### src/rtl/din_sequencer.sv
// ---------------------------------------------------------------------------------------------
// din_sequencer
//
// Supply-side driver for the multicycle processor. Holds a small program image and feeds it to
// the processor one word at a time: each instruction word goes out on DIN with a one-cycle Run
// pulse. An mvi instruction has its immediate word presented on DIN and held there until Done.
// The sequencer then advances on Done.
//
// Parameters
//   ADDR_W   program buffer address width (depth = 2**ADDR_W 16-bit words)
//   MVI_OP   opcode value in DIN[8:6] that consumes a following immediate word
//   TIMEOUT  maximum cycles spent waiting for Done (watchdog builds only), must be >= 1
//
// Build option
//   TIMEOUT_EN  when defined, adds a watchdog on the Done wait. It raises a sticky Timeout and
//               abandons the program. Without it, Timeout is tied low and the wait is unbounded.
//
// Ports
//   Clock     in   system clock, all state updates on posedge
//   Reset     in   synchronous active-high reset, clears every output (not the buffer)
//   Load      in   write LoadData to buffer[LoadAddr], only while Busy=0
//   LoadAddr  in   buffer write address
//   LoadData  in   buffer write data
//   Start     in   begin a program, only while idle
//   ProgLen   in   number of words to execute (0..2**ADDR_W), latched on Start
//   DIN       out  registered word presented to the processor
//   Run       out  registered processor Run, one cycle per instruction
//   Done      in   processor Done, sampled only while waiting on an instruction
//   Busy      out  high from an accepted Start until the sequencer is idle again
//   PC        out  index of the word currently being issued
//   Finished  out  one-cycle pulse when the program completes
//   Timeout   out  sticky watchdog flag
// ---------------------------------------------------------------------------------------------
module din_sequencer #(
  parameter int unsigned ADDR_W  = 4,
  parameter logic [2:0]  MVI_OP  = 3'b001,
  parameter int unsigned TIMEOUT = 32
) (
  input  logic              Clock,
  input  logic              Reset,
  input  logic              Load,
  input  logic [ADDR_W-1:0] LoadAddr,
  input  logic [15:0]       LoadData,
  input  logic              Start,
  input  logic [ADDR_W:0]   ProgLen,
  output logic [15:0]       DIN,
  output logic              Run,
  input  logic              Done,
  output logic              Busy,
  output logic [ADDR_W-1:0] PC,
  output logic              Finished,
  output logic              Timeout
);

  localparam int unsigned     Depth  = 2 ** ADDR_W;
  localparam logic [ADDR_W:0] PcOne  = (ADDR_W + 1)'(1);
  localparam logic [ADDR_W:0] PcTwo  = (ADDR_W + 1)'(2);
  localparam logic [ADDR_W:0] MaxLen = (ADDR_W + 1)'(Depth);

  typedef enum logic [2:0] {
    StIdle,
    StFetch,
    StIssue,
    StImm,
    StWait,
    StFin
  } state_e;

  state_e            state_q;
  logic [15:0]       mem_q [Depth];
  logic [15:0]       din_q;
  logic              run_q;
  logic              busy_q;
  logic              finished_q;
  logic [ADDR_W-1:0] pc_q;
  logic [ADDR_W:0]   len_q;
  logic              timeout_q;

  // Program counter arithmetic is done one bit wider so that stepping past the last word of a
  // full buffer is seen as "done" instead of wrapping back to index 0.
  logic [ADDR_W:0]   pc_ext;
  logic [ADDR_W:0]   pc_plus1;
  logic [ADDR_W:0]   pc_plus2;
  logic [ADDR_W:0]   pc_done;
  logic [ADDR_W:0]   start_len;
  logic              is_mvi;
  logic              imm_present;

  always_comb begin
    pc_ext      = {1'b0, pc_q};
    pc_plus1    = pc_ext + PcOne;
    pc_plus2    = pc_ext + PcTwo;
    pc_done     = (state_q == StImm) ? pc_plus2 : pc_plus1;
    // Lengths beyond the buffer depth are clamped so PC can never leave the buffer.
    start_len   = (ProgLen > MaxLen) ? MaxLen : ProgLen;
    is_mvi      = (din_q[8:6] == MVI_OP);
    imm_present = (pc_plus1 < len_q);
  end

  // Program buffer: no reset, contents survive Reset.
  always_ff @(posedge Clock) begin
    if (!Reset && Load && !busy_q) begin
      mem_q[LoadAddr] <= LoadData;
    end
  end

`ifdef TIMEOUT_EN
  localparam int unsigned   CntW   = (TIMEOUT < 2) ? 1 : $clog2(TIMEOUT);
  localparam logic [CntW-1:0] CntMax = CntW'(TIMEOUT - 1);
  localparam logic [CntW-1:0] CntOne = CntW'(1);

  logic [CntW-1:0] cnt_q;
`else
  // TIMEOUT only matters when the watchdog is built in.
  logic unused_timeout;
  assign unused_timeout = TIMEOUT[0];
`endif

  always_ff @(posedge Clock) begin
    if (Reset) begin
      state_q    <= StIdle;
      din_q      <= '0;
      run_q      <= 1'b0;
      busy_q     <= 1'b0;
      finished_q <= 1'b0;
      pc_q       <= '0;
      len_q      <= '0;
      timeout_q  <= 1'b0;
`ifdef TIMEOUT_EN
      cnt_q      <= '0;
`endif
    end else begin
      finished_q <= 1'b0;
      unique case (state_q)
        StIdle: begin
          if (Start) begin
            len_q     <= start_len;
            pc_q      <= '0;
            timeout_q <= 1'b0;
            if (start_len == '0) begin
              // Empty program: report completion without ever becoming busy.
              finished_q <= 1'b1;
              state_q    <= StFin;
            end else begin
              busy_q  <= 1'b1;
              state_q <= StFetch;
            end
          end
        end

        StFetch: begin
          din_q   <= mem_q[pc_q];
          run_q   <= 1'b1;
          state_q <= StIssue;
        end

        StIssue: begin
          run_q <= 1'b0;
`ifdef TIMEOUT_EN
          cnt_q <= '0;
`endif
          if (is_mvi) begin
            // An mvi at the end of the program has no immediate; present zero instead.
            din_q   <= imm_present ? mem_q[pc_plus1[ADDR_W-1:0]] : 16'h0000;
            state_q <= StImm;
          end else begin
            state_q <= StWait;
          end
        end

        StImm, StWait: begin
          if (Done) begin
            if (pc_done >= len_q) begin
              finished_q <= 1'b1;
              state_q    <= StFin;
            end else begin
              pc_q    <= pc_done[ADDR_W-1:0];
              state_q <= StFetch;
            end
          end
`ifdef TIMEOUT_EN
          else if (cnt_q == CntMax) begin
            // Abandon the program silently: no Finished pulse, just the sticky flag.
            timeout_q <= 1'b1;
            run_q     <= 1'b0;
            busy_q    <= 1'b0;
            state_q   <= StIdle;
          end else begin
            cnt_q <= cnt_q + CntOne;
          end
`endif
        end

        StFin: begin
          busy_q  <= 1'b0;
          run_q   <= 1'b0;
          state_q <= StIdle;
        end

        default: begin
          state_q <= StIdle;
        end
      endcase
    end
  end

  assign DIN      = din_q;
  assign Run      = run_q;
  assign Busy     = busy_q;
  assign PC       = pc_q;
  assign Finished = finished_q;
`ifdef TIMEOUT_EN
  assign Timeout  = timeout_q;
`else
  assign Timeout  = 1'b0;
`endif

endmodule

### config.mk
export PLATFORM = sky130hd
export DESIGN_NAME = din_sequencer
export DESIGN_NICKNAME = d
export VERILOG_FILES = /design/src/rtl/din_sequencer.sv
export SDC_FILE = /design/constraint.sdc
export NUM_CORES = 1
export LEC_CHECK = 0
export CORE_ASPECT_RATIO = 1.1
export CORE_UTILIZATION = 35
export CTS_CLUSTER_SIZE = 20
export DETAILED_ROUTE_END_ITERATION = 7
export PLACE_DENSITY = 0.63
export RECOVER_POWER = 50
export SETUP_SLACK_MARGIN = 0.3
export SLEW_MARGIN = 25
export SYNTH_ARGS = -nofsm -noshare
export SYNTH_HDL_FRONTEND = slang
export SYNTH_SLANG_ARGS = --single-unit
### constraint.sdc
create_clock -name Clock -period 6.4 [get_ports Clock]
set_clock_uncertainty 0.05 [all_clocks]
set_input_delay 1.92 -clock Clock [delete_from_list [all_inputs] [get_ports Clock]]
set_output_delay 1.92 -clock Clock [all_outputs]
set_load 0.02 [all_outputs]
==> results of run 1 <==
## logic make-up after synthesis
logic type / Yosys count
compound gates: 114
xor+xnor: 4
fa+ha+maj: 11
buf+inv: 61
flops: 291
mux: 165
other cells: 1
simple gates: 161
## worst register-to-register path: cells and delay by family (launching register included)
| family | cells | cell delay [ps] |
|---|---|---|
| AOI/OAI and AO/OA | 4 | 790 |
| DFF | 1 | 1780 |
| and+or+nand+nor | 1 | 180 |
| adders and majority gates | 2 | 760 |
| xor gates and xnor gates | 1 | 110 |
| buffers and inverters | 3 | 1200 |
## cell usage after synthesis, types with 3 or more instances
cell type / n / area (um^2)
nor3b_1: 5 / 37.5
dfxtp_1: 35 / 701
inv_1: 8 / 30.0
xnor2_1: 3 / 26.3
nand3b_1: 4 / 30.0
edfxtp_1: 256 / 7690
mux4_2: 128 / 2880
mux2i_1: 33 / 330
a21o_1: 3 / 22.5
ha_1: 11 / 138
buf_1: 6 / 22.5
clkbuf_1: 13 / 48.8
nor3_1: 8 / 40.0
o21ai_0: 19 / 95.1
nand3_1: 5 / 25.0
buf_2: 27 / 135
a211oi_1: 3 / 22.5
a21oi_1: 58 / 290
nand2b_1: 5 / 31.3
nor2_1: 28 / 105
mux2_2: 4 / 45.0
nand2_1: 91 / 342
buf_4: 3 / 22.5
o22ai_1: 15 / 93.8
## layout make-up
type	count	share of cell area (%)
well taps	500	3.96
clock buffers	36	5.28
repair buffers	75	4.49
inverters	9	0.214
flip-flops and latches	291	53.1
clock inverters	20	1.77
multi-input cells	456	31.2
## power groups by stage
stage	Sequential [uW]	Combinational (uW)	Clock [uW]
after floorplan	2150	81.3	0
after global routing	2110	186	2020
after CTS	2110	178	1950
after global placement	2150	175	0
after detailed placement	2150	177	0
final	2110	172	1930
## how the worst min path moves through the flow
stage	startpoint	end	slack [ps]
2_1_floorplan	len_q[4]	len_q[4]	390
3_3_place_gp	len_q[4]	len_q[4]	400
3_5_place_dp	len_q[4]	len_q[4]	420
4_1_cts	len_q[4]	len_q[4]	430
5_1_grt	len_q[4]	len_q[4]	440
6_report	len_q[4]	len_q[4]	420
## per-layer routing
metal	track usage (%)	wire [um]	share of wire, %
met5	0	30	0.088
met4	4.20	705	2.1
met3	3.81	2870	8.4
met2	27.6	16300	48
met1	24.6	14300	42
## stage by stage
stage	area [um^2]	std cells
6_report	15800	1387
5_1_grt	15800	1387
4_1_cts	15800	1387
3_5_place_dp	14700	1331
3_3_place_gp	14700	1330
2_1_floorplan	13500	808
## sequential cells by signal, summed over array words and instances, names as in the netlist, named ones only
| name | flops |
|---|---|
| mem_q | 256 |
| DIN | 16 |
| len_q | 5 |
| PC | 4 |
| Busy | 1 |
| Finished | 1 |
| state_q | 3 |
| Run | 1 |
## placed cells by master, fill, tap and decap left out, types with 5 or more instances in the layout
cell / instances
bufinv_16: 6
dfxtp_1: 32
dlygate4sd3_1: 33
mux2i_1: 33
nand3_1: 5
nor3b_1: 5
nand2_1: 91
clkinvlp_4: 6
inv_1: 8
o21ai_0: 19
edfxtp_1: 256
o22ai_1: 15
nand2b_1: 5
mux4_2: 128
nor2_2: 11
clkbuf_16: 31
buf_4: 21
ha_1: 10
clkdlybuf4s50_1: 19
a21oi_1: 58
nor2_1: 16
==> qor.yml, run 1 <==
logic_synthesis:
  seq_area_frac_synth_pct: 61.9
  mappedNetlistNets: 849
  syn_area_per_cell_um2: 16.8
  synth_compound_area_share_pct: 5.05
  mappedNetlistArea_um2: 13500
  ys_warn_count: 0
  ys_seq_elements: 291
  synth_xor_area_share_pct: 0.314
  synth_cells: 808
  synth_top_family_by_area: "multiplexers"
  synthFlopType: "edfxtp_1"
  yosys.cell_types.count: 54
  ys_async_sr_fraction_pct: 0
  synth_simple_gate_area_share_pct: 5.41
  yosys.area_share.adder_pct: 1.02
  synthMuxAreaShare_pct: 24.1
  synth_edf_count: 256
clock_tree:
  root_buffer: "clkbuf_16"
  cts_resized: 0
  cts_buffers: 30
  cts-htree-levels: 1
  insertion_delay_ps: 550
  clock_tree.buffer_depth: 3
  clk_pin_slew_ps: 60
  cts_tree: "done"
  cts_hold_buf: 0
  cts_num_sinks: 291
  cts_setup_buffers: 0
grt:
  grt_max_degree: 44
  grt_pass1_wl_mm: 51.5
  grt_pass1_vias: 7963
  antenna_found_initial: 3
  overflow: 0
  grtUsageTotal_pct: 17.5
sta:
  setup_ws_ps: 1200
  finalSetupViolCount: 0
  final_max_slew_viol_count: 38
  finalCriticalPeriod_ps: 5200
  fmax_ghz: 0.192
  whs_ps: 424
  fin_crit_sh_pct: 81.2
  rsz0062_at_grt: "false"
  hold_violations: 0
  slew_headroom_pct: -45.1
  finalSetupTns_ps: 0
  worst_pin_slew_ps: 2170
worst_hold_path:
  worstHoldPathType: "flip-flop to flip-flop"
  whs_path_depth: 2
setup_path:
  critPathCapture: "PC[0]"
  r2r-start: "PC[0]"
  crit_type: "flip-flop to primary output"
  cp.required_ps: 4430
  crit_cells: 1
  cpPeakStageDelay_ps: 1780
  critPathArrivalTime_ps: 3230
  startpoint: "PC[0]"
  crit_chain: "clkdlybuf4s50_1"
  worst_r2r_path_depth: 11
  reg2reg_slack_ps: 1450
  cp-start-kind: "flip-flop"
  crit_family: "flip-flops"
  critical_path.slowest_cell: "dfxtp_1"
  critPathBufInv: 1
  r2r-end: "DIN[14]"
  cp-end-kind: "primary output"
  cp_max_fo: 37
floorplanning:
  start_util_pct: 35.6
  die_x_um: 190
  die-height_um: 208
  rows: 75
  coreArea_um2: 38100
  io_pins: 54
  die_area_um2: 39500
finish:
  final_nets: 904
  drive_gt1_share_pct: 27.2
  multiInputGateArea_um2: 4930
  areaGrowthSynthToFinish_pct: 16.7
  fillers: 3411
  fin_util_pct: 41.5
  seq_area_um2: 8400
  insertedDiodeCount: 0
power_and_ir_drop:
  clock_power_share_pct: 45.8
  powerDensity_nw_per_um2: 266
  power_frac_seq_pct: 50.1
  leakagePower_uw: 0.00486
  total_power_uw: 4200
  p_comb_share_pct: 4.1
  vdd_drop_max_v: 0.000201
  p_int_uw: 3330
  swShare_pct: 20.9
  p_sw_uw: 879
detailed_routing:
  post_drt_via_cell_ratio: 5.68
  drt_iter0_markers: 769
  vias: 7883
  ant_nets: 0
  first_pass_iters: 6
  wl_per_cell_um: 24.7
  drc: 0
  wirelength_mm: 34.2
placed_design:
  port_buffers: 52
  dp_worst_setup_slack_ps: 1480
  hpwlAfterDp_mm: 20.9
  routabilityCongestion: 0.803
run_status:
  violations: "max-capacitance violations, max-slew violations"
  outcome: "complete, but fails checks"
flow_run:
  max_cap_violations: 1
Note: power is estimated with default switching activity, not from simulation.
==> run 2: changes to the inputs <==
Settings changed: PLACE_DENSITY 0.63 to 0.65.
Clock period 6.4 ns to 4.55 ns, I/O delays scaled along.
==> run 2 against run 1 <==
Largest cell class unchanged. Sequential power grew 40%. Via count shrank 0.27%. Global-route usage shrank 0.17 points. First-iteration DRC count shrank 1.0%. Power grew 30%. Design area shrank 0.78%. The flow now finishes without violations. Critical path type is now primary input to flip-flop.
==> qor.yml, run 2 (synthesized netlist as in run 1, its figures left out) <==
run_status:
  outcome: "finished clean"
placed_design:
  placed_area_um2: 14800  # +0.43%
  routabilityCongestion: 0.791  # -1.5%
  hpwlAfterDp_mm: 21.0  # +0.71%
  port_buffers: 52  # unchanged
clock_tree:
  cts_setup_buffers: 0  # unchanged
  cts_num_sinks: 291  # unchanged
  cts_buffers: 31  # +3.3%
  cts_hold_buf: 0  # unchanged
  insertion_delay_ps: 560  # about the same
  cts_tree: "done"
  cts-htree-levels: 1  # unchanged
  root_buffer: "clkbuf_16"
  cts_resized: 0  # unchanged
  clock_tree.buffer_depth: 3  # unchanged
  clk_pin_slew_ps: 60  # about the same
floorplanning:
  die-height_um: 208  # unchanged
  die_area_um2: 39500  # unchanged
  start_util_pct: 35.6  # unchanged
  coreArea_um2: 38100  # unchanged
  rows: 75  # unchanged
  io_pins: 54  # unchanged
  die_x_um: 190  # unchanged
setup_path:
  cp_max_fo: 16  # -57%
  cp-end-kind: "flip-flop"
  crit_type: "primary input to flip-flop"
  cp-start-kind: "primary input"
  critPathArrivalTime_ps: 3980  # +750 ps
  cp.required_ps: 4660  # +230 ps
sta:
  final_max_slew_viol_count: 0  # -100%
  worst_pin_slew_ps: 1230  # -948 ps
  fmax_ghz: 0.259
  hold_violations: 0  # unchanged
  rsz0062_at_grt: "false"
  slew_headroom_pct: 18.3  # +63 points
  finalCriticalPeriod_ps: 3860
  finalSetupTns_ps: 0  # unchanged
  fin_crit_sh_pct: 84.9
  finalSetupViolCount: 0  # unchanged
finish:
  fin_util_pct: 41.2  # -0.32 points
  final_cell_mix: "256 x edfxtp_1, 128 x mux4_2, 91 x nand2_1"
  drive_gt1_share_pct: 26.0  # -1.1 points
  final_common_cell: "edfxtp_1"
  fillers: 3450  # +1.1%
  final_nets: 916  # +1.3%
  insertedDiodeCount: 0  # unchanged
  largest_reg_flops: 256  # unchanged
  regMostFlops: "mem_q"
  seq_area_um2: 8400  # about the same
  stdcell_area_um2: 15700  # -0.78%
  multiInputGateArea_um2: 4940  # +0.28%
  areaGrowthSynthToFinish_pct: 15.8
detailed_routing:
  ant_nets: 0  # unchanged
  drt_iter0_markers: 761  # -1.0%
  post_drt_via_cell_ratio: 5.62  # -1.1%
  wl_per_cell_um: 24.1  # -2.2%
  wirelength_mm: 33.7  # -1.3%
  drc: 0  # unchanged
  first_pass_iters: 6  # unchanged
  vias: 7862  # -0.27%
worst_hold_path:
  worstHoldPathType: "flip-flop to flip-flop"
power_and_ir_drop:
  vdd_drop_max_v: 0.000293  # +46%
  total_power_uw: 5490  # +30%
  powerDensity_nw_per_um2: 350  # +31%
  leakagePower_uw: 0.00481  # -0.94%
flow_run:
  max_cap_violations: 0  # -1
grt:
  grt_pass1_wl_mm: 51.1  # -0.87%
  overflow: 0  # unchanged
  grt_max_degree: 46  # +4.5%
  grt_pass1_vias: 8365  # +5.0%
  antenna_found_initial: 0  # -3
  grtUsageTotal_pct: 17.3  # -0.17 points
[run 2: final cells by class]
cell class                      instances  area share, %
Sequential cell                       291           53.6
Multi-Input combinational cell        456           31.5
Clock buffer                           52           5.58
Timing Repair Buffer                   86           4.98
Tap cell                              500           3.99
Inverter                                9          0.215
Clock inverter                          5          0.160
[run 2: worst max-delay path, stage by stage]
cell	delay, ps
dlygate4sd3_1	580
nor4bb_1	660
nand2b_1	310
nor2_2	140
clkbuf_1	910
[run 2: through the flow]
step	hold slack (ps)	std cells	worst slack, ps
4_1_cts	426	1398	1040
5_1_grt	445	1399	655
3_5_place_dp	409	1341	800
6_report	423	1399	686
3_3_place_gp	402	1341	902
2_1_floorplan	386	808	892
[run 2: routing by layer]
| metal | vias to the layer above | track usage (%) | routed length [um] |
|---|---|---|---|
| met5 | - | 0 | 0 |
| met4 | 0 | 5.12 | 846 |
| met3 | 60 | 3.15 | 2410 |
| met2 | 319 | 28.2 | 16400 |
| met1 | 4074 | 23.7 | 14100 |
| li1 | 3409 | - | - |
[run 2: power breakdown]
part	internal [uW]	switching (uW)
registers	2930	28.2
clock network	1290	988
logic	93.7	149
[run 2: final timing paths]
check	slack (ps)	startpoint	endpoint	cells after the start
min	420	len_q[4]	len_q[4]	2
max	690	Reset	mem_q[14][5]	5
max reg2reg	1290	PC[0]	DIN[9]	10
min reg2reg	420	len_q[4]	len_q[4]	2
